[src/rtl/kart_motion_scheduler.sv]
// Per-frame motion sequencer for both karts: turn, step, bounds/overlap check,
// one terrain lookup on the shared map port, then commit. P1 is handled before P2.
module kart_motion_scheduler #(
    parameter int          MAP_W      = 320,
    parameter int          MAP_H      = 240,
    parameter logic [8:0]  TURN_STEP  = 9'd15,
    parameter logic [15:0] BLOCK_MASK = 16'h0004,
    parameter logic [9:0]  KART_SEP   = 10'd6,
    parameter logic [9:0]  P1_X0      = 10'd15,
    parameter logic [9:0]  P1_Y0      = 10'd125,
    parameter logic [9:0]  P2_X0      = 10'd25,
    parameter logic [9:0]  P2_Y0      = 10'd125
) (
    input  logic        clk,
    input  logic        rst,
    input  logic        frame_tick,
    input  logic [2:0]  p1_op,
    input  logic [2:0]  p2_op,
    input  logic        p1_boost,
    input  logic        p2_boost,
    output logic        map_req,
    output logic [16:0] map_addr,
    input  logic        map_gnt,
    input  logic [3:0]  map_data,
    output logic [9:0]  p1_x,
    output logic [9:0]  p1_y,
    output logic [9:0]  p2_x,
    output logic [9:0]  p2_y,
    output logic [8:0]  p1_deg,
    output logic [8:0]  p2_deg,
    output logic        p1_blocked,
    output logic        p2_blocked,
    output logic        frame_done,
    output logic        busy,
    output logic        overrun,
    output logic [2:0]  dbg_state
);
    // Map port handshake: map_req and map_addr are held together until a cycle
    // with map_gnt=1; map_data is taken on the following cycle.
    typedef enum logic [2:0] {
        S_IDLE, S_TURN, S_CALC, S_CHECK, S_REQ, S_DATA, S_COMMIT, S_DONE
    } state_t;

    localparam logic [10:0] MAP_W_C = 11'(MAP_W);
    localparam logic [10:0] MAP_H_C = 11'(MAP_H);
    localparam logic [16:0] MAP_W_A = 17'(MAP_W);
    localparam logic [8:0]  DEG_360 = 9'd360;

    state_t             state_q, state_d;
    logic               sel_q, sel_d;
    logic [2:0]         op1_q, op1_d, op2_q, op2_d;
    logic               boost1_q, boost1_d, boost2_q, boost2_d;
    logic [9:0]         p1_x_q, p1_x_d, p1_y_q, p1_y_d;
    logic [9:0]         p2_x_q, p2_x_d, p2_y_q, p2_y_d;
    logic [8:0]         deg1_q, deg1_d, deg2_q, deg2_d;
    logic signed [10:0] cand_x_q, cand_x_d, cand_y_q, cand_y_d;
    logic               accept_q, accept_d, blk_q, blk_d;
    logic [16:0]        map_addr_q, map_addr_d;
    logic               overrun_q, overrun_d;

    logic [2:0]         cur_op;
    logic               cur_boost;
    logic [9:0]         cur_x, cur_y, oth_x, oth_y;
    logic [8:0]         cur_deg, turn_deg;
    logic signed [10:0] sec_dx, sec_dy, step_x, step_y;
    logic signed [10:0] dist_x, dist_y, abs_x, abs_y;
    logic               is_fwd, is_back, is_move, oob, overlap;
    logic [16:0]        lookup_addr;

    // The other kart is read from committed state, so P2 sees P1's new position.
    always_comb begin
        cur_op    = sel_q ? op2_q    : op1_q;
        cur_boost = sel_q ? boost2_q : boost1_q;
        cur_x     = sel_q ? p2_x_q   : p1_x_q;
        cur_y     = sel_q ? p2_y_q   : p1_y_q;
        cur_deg   = sel_q ? deg2_q   : deg1_q;
        oth_x     = sel_q ? p1_x_q   : p2_x_q;
        oth_y     = sel_q ? p1_y_q   : p2_y_q;
    end

    always_comb begin
        turn_deg = cur_deg;
        if (cur_op == 3'd3 || cur_op == 3'd5) begin
            turn_deg = cur_deg + TURN_STEP;
            if (turn_deg >= DEG_360) turn_deg = turn_deg - DEG_360;
        end else if (cur_op == 3'd4 || cur_op == 3'd6) begin
            turn_deg = (cur_deg < TURN_STEP) ? cur_deg + DEG_360 - TURN_STEP
                                             : cur_deg - TURN_STEP;
        end
    end

    // Eight 45-degree sectors centred on the axes and diagonals.
    always_comb begin
        sec_dx = 11'sd1;
        sec_dy = 11'sd0;
        if (cur_deg >= 9'd338 || cur_deg <= 9'd22) begin
            sec_dx = 11'sd1;  sec_dy = 11'sd0;
        end else if (cur_deg <= 9'd67) begin
            sec_dx = 11'sd1;  sec_dy = 11'sd1;
        end else if (cur_deg <= 9'd112) begin
            sec_dx = 11'sd0;  sec_dy = 11'sd1;
        end else if (cur_deg <= 9'd157) begin
            sec_dx = -11'sd1; sec_dy = 11'sd1;
        end else if (cur_deg <= 9'd202) begin
            sec_dx = -11'sd1; sec_dy = 11'sd0;
        end else if (cur_deg <= 9'd247) begin
            sec_dx = -11'sd1; sec_dy = -11'sd1;
        end else if (cur_deg <= 9'd292) begin
            sec_dx = 11'sd0;  sec_dy = -11'sd1;
        end else begin
            sec_dx = 11'sd1;  sec_dy = -11'sd1;
        end

        is_fwd  = (cur_op == 3'd1) || (cur_op == 3'd5) || (cur_op == 3'd6);
        is_back = (cur_op == 3'd2);
        is_move = is_fwd || is_back;
        step_x  = sec_dx;
        step_y  = sec_dy;
        if (is_fwd && cur_boost) begin
            step_x = sec_dx <<< 1;
            step_y = sec_dy <<< 1;
        end else if (is_back) begin
            step_x = -sec_dx;
            step_y = -sec_dy;
        end
    end

    always_comb begin
        dist_x  = cand_x_q - $signed({1'b0, oth_x});
        dist_y  = cand_y_q - $signed({1'b0, oth_y});
        abs_x   = dist_x[10] ? -dist_x : dist_x;
        abs_y   = dist_y[10] ? -dist_y : dist_y;
        overlap = ($unsigned(abs_x) < {1'b0, KART_SEP}) &&
                  ($unsigned(abs_y) < {1'b0, KART_SEP});
        oob     = cand_x_q[10] || cand_y_q[10] ||
                  ($unsigned(cand_x_q) >= MAP_W_C) ||
                  ($unsigned(cand_y_q) >= MAP_H_C);
        lookup_addr = 17'(cand_y_q[9:0]) * MAP_W_A + 17'(cand_x_q[9:0]);
    end

    always_comb begin
        state_d    = state_q;
        sel_d      = sel_q;
        op1_d      = op1_q;
        op2_d      = op2_q;
        boost1_d   = boost1_q;
        boost2_d   = boost2_q;
        p1_x_d     = p1_x_q;
        p1_y_d     = p1_y_q;
        p2_x_d     = p2_x_q;
        p2_y_d     = p2_y_q;
        deg1_d     = deg1_q;
        deg2_d     = deg2_q;
        cand_x_d   = cand_x_q;
        cand_y_d   = cand_y_q;
        accept_d   = accept_q;
        blk_d      = blk_q;
        map_addr_d = map_addr_q;
        overrun_d  = overrun_q | (frame_tick && state_q != S_IDLE);
        p1_blocked = 1'b0;
        p2_blocked = 1'b0;

        case (state_q)
            S_IDLE: begin
                if (frame_tick) begin
                    op1_d    = p1_op;
                    op2_d    = p2_op;
                    boost1_d = p1_boost;
                    boost2_d = p2_boost;
                    sel_d    = 1'b0;
                    state_d  = S_TURN;
                end
            end
            S_TURN: begin
                if (sel_q) deg2_d = turn_deg;
                else       deg1_d = turn_deg;
                state_d = S_CALC;
            end
            S_CALC: begin
                if (is_move) begin
                    cand_x_d = $signed({1'b0, cur_x}) + step_x;
                    cand_y_d = $signed({1'b0, cur_y}) + step_y;
                    state_d  = S_CHECK;
                end else begin
                    cand_x_d = $signed({1'b0, cur_x});
                    cand_y_d = $signed({1'b0, cur_y});
                    accept_d = 1'b1;
                    blk_d    = 1'b0;
                    state_d  = S_COMMIT;
                end
            end
            S_CHECK: begin
                if (oob || overlap) begin
                    accept_d = 1'b0;
                    state_d  = S_COMMIT;
                end else begin
                    accept_d   = 1'b1;
                    map_addr_d = lookup_addr;
                    state_d    = S_REQ;
                end
            end
            S_REQ: begin
                if (map_gnt) state_d = S_DATA;
            end
            S_DATA: begin
                blk_d   = BLOCK_MASK[map_data];
                state_d = S_COMMIT;
            end
            S_COMMIT: begin
                if (accept_q && !blk_q) begin
                    if (sel_q) begin
                        p2_x_d = cand_x_q[9:0];
                        p2_y_d = cand_y_q[9:0];
                    end else begin
                        p1_x_d = cand_x_q[9:0];
                        p1_y_d = cand_y_q[9:0];
                    end
                end else begin
                    p1_blocked = !sel_q;
                    p2_blocked = sel_q;
                end
                if (sel_q) begin
                    state_d = S_DONE;
                end else begin
                    sel_d   = 1'b1;
                    state_d = S_TURN;
                end
            end
            S_DONE: state_d = S_IDLE;
            default: state_d = S_IDLE;
        endcase
    end

    always_ff @(posedge clk) begin
        if (rst) begin
            state_q    <= S_IDLE;
            sel_q      <= 1'b0;
            op1_q      <= 3'd0;
            op2_q      <= 3'd0;
            boost1_q   <= 1'b0;
            boost2_q   <= 1'b0;
            p1_x_q     <= P1_X0;
            p1_y_q     <= P1_Y0;
            p2_x_q     <= P2_X0;
            p2_y_q     <= P2_Y0;
            deg1_q     <= 9'd0;
            deg2_q     <= 9'd0;
            cand_x_q   <= 11'sd0;
            cand_y_q   <= 11'sd0;
            accept_q   <= 1'b0;
            blk_q      <= 1'b0;
            map_addr_q <= 17'd0;
            overrun_q  <= 1'b0;
        end else begin
            state_q    <= state_d;
            sel_q      <= sel_d;
            op1_q      <= op1_d;
            op2_q      <= op2_d;
            boost1_q   <= boost1_d;
            boost2_q   <= boost2_d;
            p1_x_q     <= p1_x_d;
            p1_y_q     <= p1_y_d;
            p2_x_q     <= p2_x_d;
            p2_y_q     <= p2_y_d;
            deg1_q     <= deg1_d;
            deg2_q     <= deg2_d;
            cand_x_q   <= cand_x_d;
            cand_y_q   <= cand_y_d;
            accept_q   <= accept_d;
            blk_q      <= blk_d;
            map_addr_q <= map_addr_d;
            overrun_q  <= overrun_d;
        end
    end

    assign map_req    = (state_q == S_REQ);
    assign map_addr   = map_addr_q;
    assign p1_x       = p1_x_q;
    assign p1_y       = p1_y_q;
    assign p2_x       = p2_x_q;
    assign p2_y       = p2_y_q;
    assign p1_deg     = deg1_q;
    assign p2_deg     = deg2_q;
    assign frame_done = (state_q == S_DONE);
    assign busy       = (state_q != S_IDLE);
    assign overrun    = overrun_q;
    assign dbg_state  = state_q;
endmodule
[config.mk]
export PLATFORM = sky130hd
export DESIGN_NAME = kart_motion_scheduler
export DESIGN_NICKNAME = d
export VERILOG_FILES = /design/src/rtl/kart_motion_scheduler.sv
export SDC_FILE = /design/constraint.sdc
export NUM_CORES = 1
export LEC_CHECK = 0
export CAP_MARGIN = 20
export CORE_UTILIZATION = 62
export CTS_BUF_LIST = sky130_fd_sc_hd__clkbuf_8 sky130_fd_sc_hd__clkbuf_16
export DETAILED_ROUTE_END_ITERATION = 10
export PLACE_DENSITY = 0.95
export SLEW_MARGIN = 15
export SYNTH_ARGS = -nofsm -noshare
export SYNTH_HDL_FRONTEND = slang
export SYNTH_SLANG_ARGS = --single-unit
[constraint.sdc]
create_clock -name clk -period 15.6 [get_ports clk]
set_input_delay 3.12 -clock clk [delete_from_list [all_inputs] [get_ports clk]]
set_output_delay 3.12 -clock clk [all_outputs]
set_load 0.02 [all_outputs]
==> impl_metrics.json, run 1 <==
{
  "dieArea_um2": 14800,
  "clk_path_buf_depth": 2,
  "start_util": 0.637,
  "drtIter0Drc": 988,
  "worst_slack_ns": 9.34,
  "p_total_mw": 1.47,
  "clock-sinks": 112,
  "syn_area_um2": 8880,
  "multiInputGateArea_um2": 6250,
  "routed_wl_mm": 26.6,
  "die_h_um": 122,
  "avgRoutedWirePerCell_um": 19.0,
  "routed_via_density": 6.53,
  "criticalPathCategory": "reg2out",
  "synth_area_leader_cell": "dfxtp_1",
  "die_w_um": 122,
  "ios": 100,
  "port_buffers": 99,
  "ys_top_cells_by_count": "nand2_1, dfxtp_1, a21oi_1",
  "fp-row-count": 43,
  "synth.most_common_cell": "nand2_1",
  "avgSynthCellArea_um2": 7.78,
  "synth_enable_flop_cells": 0,
  "core_um2": 13900,
  "synth_cell_types": 78,
  "place.gp.congestion": 0.957,
  "antenna_found_initial": 0,
  "vias": 9139,
  "rsz0062_at_grt": "no",
  "power.density_nw_per_um2": 142,
  "setup_viol": 0,
  "cts-root-buf": "clkbuf_16",
  "p_leak_nw": 4.12,
  "clk_latency_ns": 0.38,
  "grt_pass1_wl_mm": 42.5,
  "max_freq_mhz": 160,
  "worstHoldPathType": "reg2reg",
  "htree_num_levels": 3,
  "synth_warnings": 0,
  "async_flop_share": 0,
  "final.period_utilization": 0.401,
  "ctsHoldBuffers": 0,
  "tightest_slew_ns": 1.03,
  "cts_resized": 0,
  "fin_crit_ns": 6.26,
  "end_kind": "output port",
  "overflow": 0,
  "synth_top_flop_cell": "dfxtp_1",
  "final_antenna_net_count": 0,
  "grt_start_max_net_pins": 80,
  "start_kind": "flop",
  "maxSlewViolCount": 0,
  "hold_viol": 0,
  "fill_cells": 971,
  "drtPass1Iterations": 7,
  "cap_violations": 0,
  "skew_ns": 0.0165,
  "cp_max_fo": 55,
  "cts_tree": "yes",
  "outcome": "finished, final reports clean",
  "synth_area_leaders": "dfxtp_1, ha_1, nand2_1",
  "drc_errors": 0,
  "syn2layout_area_growth_pct": 16.0,
  "pre_cts_ws_ns": 9.79,
  "synth.net_count": 1231,
  "grt_usage": 0.365,
  "ys_ff_latch": 112,
  "dp_hpwl_mm": 19.7,
  "drive_gt1_frac": 0.0673,
  "required_ns": 12.48,
  "holdWs_ns": 0.459,
  "clkTransAtPathRegs_ns": 0.08,
  "synth_top_area_share": 0.253,
  "peakVddDrop_uv": 125,
  "max_slew_margin": 0.292,
  "seq_area_um2": 2250,
  "arrival_ns": 3.14,
  "netlist_instances": 1141,
  "cts_buffers": 9,
  "nets": 1303,
  "grt_pass1_vias": 8735,
  "setup_tns_ns": 0,
  "ys_seq_area_frac": 0.253,
  "postCtsSetupBuffers": 0
}
==> per-layer routing <==
layer	up-vias	part of all wire	global-route usage
li1	4272	-	-
met1	4273	0.41	0.471
met2	493	0.46	0.599
met3	101	0.099	0.0684
met4	0	0.032	0.146
met5	-	0	0
==> power by group <==
part	internal (mW)	leakage [nW]	switching [mW]	total (mW)
sequential	0.321	0.909	0.0688	0.389
combinational	0.326	3.06	0.501	0.827
clock	0.129	0.154	0.121	0.250
total	0.775	4.12	0.692	1.47
==> final timing paths <==
path / from / to / slack (ns) / cells after the start
max: sel_q / p2_blocked / 9.34 / 4
min: map_addr[15] / map_addr[15] / 0.46 / 2
max reg2reg: sel_q / map_addr[7] / 9.98 / 14
min reg2reg: map_addr[15] / map_addr[15] / 0.46 / 2
==> placed cells by master, fill, tap and decap left out, drive strengths merged, types with 5 or more instances in the layout <==
| master | count |
|---|---|
| a211o | 5 |
| nand2b | 8 |
| mux2i | 49 |
| xnor2 | 38 |
| a311oi | 14 |
| nor2b | 11 |
| nor3b | 6 |
| xor2 | 17 |
| dfxtp | 112 |
| inv | 54 |
| ha | 68 |
| mux2 | 36 |
| a31oi | 10 |
| o22ai | 5 |
| nand2 | 189 |
| nor3 | 41 |
| nand3 | 32 |
| fa | 6 |
| clkbuf | 9 |
| o21ai | 48 |
| a211oi | 27 |
| a21oi | 96 |
| nand4 | 5 |
| clkdlybuf4s50 | 98 |
| o21bai | 5 |
| nor2 | 78 |
| a2111oi | 5 |
| buf | 12 |
| and2 | 12 |
| a21o | 14 |
| o211ai | 20 |
| o31ai | 5 |
| and3 | 18 |
==> state kept, by name, summed over array words and instances, names as in the netlist, 3 cells and up <==
signal / cells
p1_deg: 9
cand_x_q: 11
op1_q: 3
op2_q: 3
p2_y: 10
p1_x: 10
cand_y_q: 11
map_addr: 17
p1_y: 10
dbg_state: 3
p2_deg: 9
p2_x: 10
==> critical path, stage by stage (launching register included) <==
cell and delay [ns]:
dfxtp_4 0.61, buf_4 0.68, clkinv_1 0.48, nor3b_1 0.32
clkdlybuf4s50_1 0.65
==> cell families (layout without fill, tap and decap cells) <==
group                      Yosys count  after routing  synth area share
xor gates and xnor gates            56             56            0.0568
other                                0              1                 0
adders and majority gates           74             74             0.109
AOI/OAI and AO/OA                  292            292             0.217
muxes                               85             85             0.101
buffers and inverters              100            177            0.0451
and+or+nand+nor                    422            422             0.218
DFF                                112            112             0.253
==> cell type report <==
| type | instances | area share |
|---|---|---|
| antenna | 1 | 0.000243 |
| clock inverter | 7 | 0.00863 |
| clock buffer | 9 | 0.0219 |
| tap | 180 | 0.0219 |
| timing repair buffer | 110 | 0.104 |
| multi-input combinational | 929 | 0.607 |
| sequential | 112 | 0.218 |
| inverter | 51 | 0.0186 |
==> metrics by stage <==
stage	utilization	cell area, um2	instances
finish	0.739	10300	1399
CTS	0.739	10300	1398
global placement	0.716	9980	1382
floorplan	-	8880	1141
detailed placement	0.716	9980	1382
global route	0.739	10300	1398
Note: power is estimated with default switching activity, not from simulation.
==> run 2, diff against run 1 <==
- CORE_UTILIZATION: 62 -> 58
- PLACE_DENSITY: 0.95 -> 0.93
- clock period: 15.6 -> 6 ns (I/O delays scaled with it)
==> run 2 against run 1 <==
Compared with the run above:
- worst setup slack got worse by 8.5 ns
- non-clock buffer count is 5 higher
- count of clock-buffer cells in the layout rose by 1
- cell area rose by 0.24%
- die area grew 6.8%
- largest cell class unchanged
==> impl_metrics.json, run 2 (synthesis results as in run 1) <==
{
  "outcome": "finished, final reports clean",
  "grt_usage": 0.332,
  "core_um2": 14800,
  "clkTransAtPathRegs_ns": 0.08,
  "p_total_mw": 3.78,
  "hp-start": "boost1_q",
  "layout_common_cells": "nand2_1, dfxtp_1, clkdlybuf4s50_1",
  "worst_slack_ns": 0.845,
  "htree_num_levels": 3,
  "clock-sinks": 112,
  "avgRoutedWirePerCell_um": 18.9,
  "dp_hpwl_mm": 19.7,
  "overflow": 0,
  "setup_viol": 0,
  "cts_buffers": 9,
  "place.gp.congestion": 0.958,
  "cts_tree": "yes",
  "r2r_slack_ns": 0.84,
  "hold_depth": 2,
  "drive_gt1_frac": 0.0720,
  "ios": 100,
  "clk_path_buf_depth": 2,
  "skew_ns": 0.0105,
  "final.period_utilization": 0.859,
  "grt_pass1_wl_mm": 42.5,
  "nets": 1308,
  "setup_tns_ns": 0,
  "arrival_ns": 5.41,
  "port_buffers": 99,
  "r2r_end": "map_addr[16]",
  "diodes": 0,
  "syn2layout_area_growth_pct": 16.3,
  "crit_start": "sel_q",
  "fin_crit_ns": 5.16,
  "worstHoldPathType": "reg2reg",
  "drtIter0Drc": 1074,
  "peakVddDrop_uv": 187,
  "start_util": 0.602,
  "max_slew_margin": 0.383,
  "grt_start_max_net_pins": 79,
  "crit_path_end": "map_addr[16]",
  "end_kind": "flop",
  "criticalPathCategory": "reg2reg",
  "final_antenna_net_count": 0,
  "cp_max_fo": 34,
  "seq_area_um2": 2250,
  "pre_cts_ws_ns": 0.933,
  "die_h_um": 126,
  "cap_violations": 0,
  "postCtsSetupBuffers": 0,
  "multiInputGateArea_um2": 6250,
  "reg2reg_from": "sel_q",
  "hold_viol": 0,
  "clk_latency_ns": 0.37,
  "fp-row-count": 44,
  "start_kind": "flop",
  "final_common_cell": "nand2_1",
  "drc_errors": 0,
  "routed_wl_mm": 26.6,
  "rsz0062_at_grt": "no",
  "r2r_cells": 14,
  "ctsHoldBuffers": 0,
  "die_w_um": 126,
  "tightest_slew_ns": 0.923,
  "power.density_nw_per_um2": 366,
  "grt_pass1_vias": 8285,
  "drtPass1Iterations": 6,
  "required_ns": 6.25,
  "fill_cells": 1156,
  "antenna_found_initial": 0,
  "vias": 9080,
  "cts-root-buf": "clkbuf_16",
  "maxSlewViolCount": 0,
  "p_leak_nw": 4.14,
  "largest_reg_flops": 17,
  "routed_via_density": 6.45,
  "final_util": 0.700,
  "cts_resized": 0,
  "max_freq_mhz": 194,
  "dieArea_um2": 15800
}
==> run 2: how the worst min path moves through the flow <==
stage | endpoint | slack (ns)
after floorplan | boost2_q | 0.43
after global placement | boost2_q | 0.44
after detailed placement | boost1_q | 0.45
after CTS | boost1_q | 0.46
after global routing | boost1_q | 0.48
final | boost1_q | 0.46
==> run 2: final cells by class <==
cell class	count	area share
Clock inverter	6	0.00545
Multi-Input combinational cell	929	0.605
Clock buffer	10	0.0231
Tap cell	184	0.0223
Timing Repair Buffer	115	0.108
Inverter	51	0.0185
Sequential cell	112	0.218
==> run 2: metal layers <==
layer,GRT usage,wire length [um],vias to the layer above
met3,0.0612,2450,60
li1,-,-,4283
met4,0.109,663,0
met1,0.447,11300,4247
met2,0.534,12200,490
met5,0,0,-
==> run 2: critical path, cell delays in order, from the launching register on <==
cell	delay, ns
dfxtp_4	0.61
buf_4	0.48
mux2_2	0.25
ha_1	0.16
inv_1	0.06
fa_1	0.42
a21oi_1	0.15
o22ai_1	0.13
o21ai_0	0.52
a211oi_1	0.16
a2111oi_0	0.64
nor4_2	0.12
o2111a_2	0.33
a21oi_2	0.63
mux2_1	0.38
==> run 2: report_power, final <==
part	internal (mW)	switching [mW]
Clock	0.305	0.317
Combinational	0.852	1.28
Sequential	0.834	0.191
Total	1.99	1.79
==> run 2: per-stage QoR <==
step,hold WS (ns),area (um2),cells
floorplan,0.432,8880,1141
global placement,0.445,10000,1390
detailed placement,0.449,10000,1391
CTS,0.460,10300,1407
global route,0.480,10300,1407
finish,0.457,10300,1407
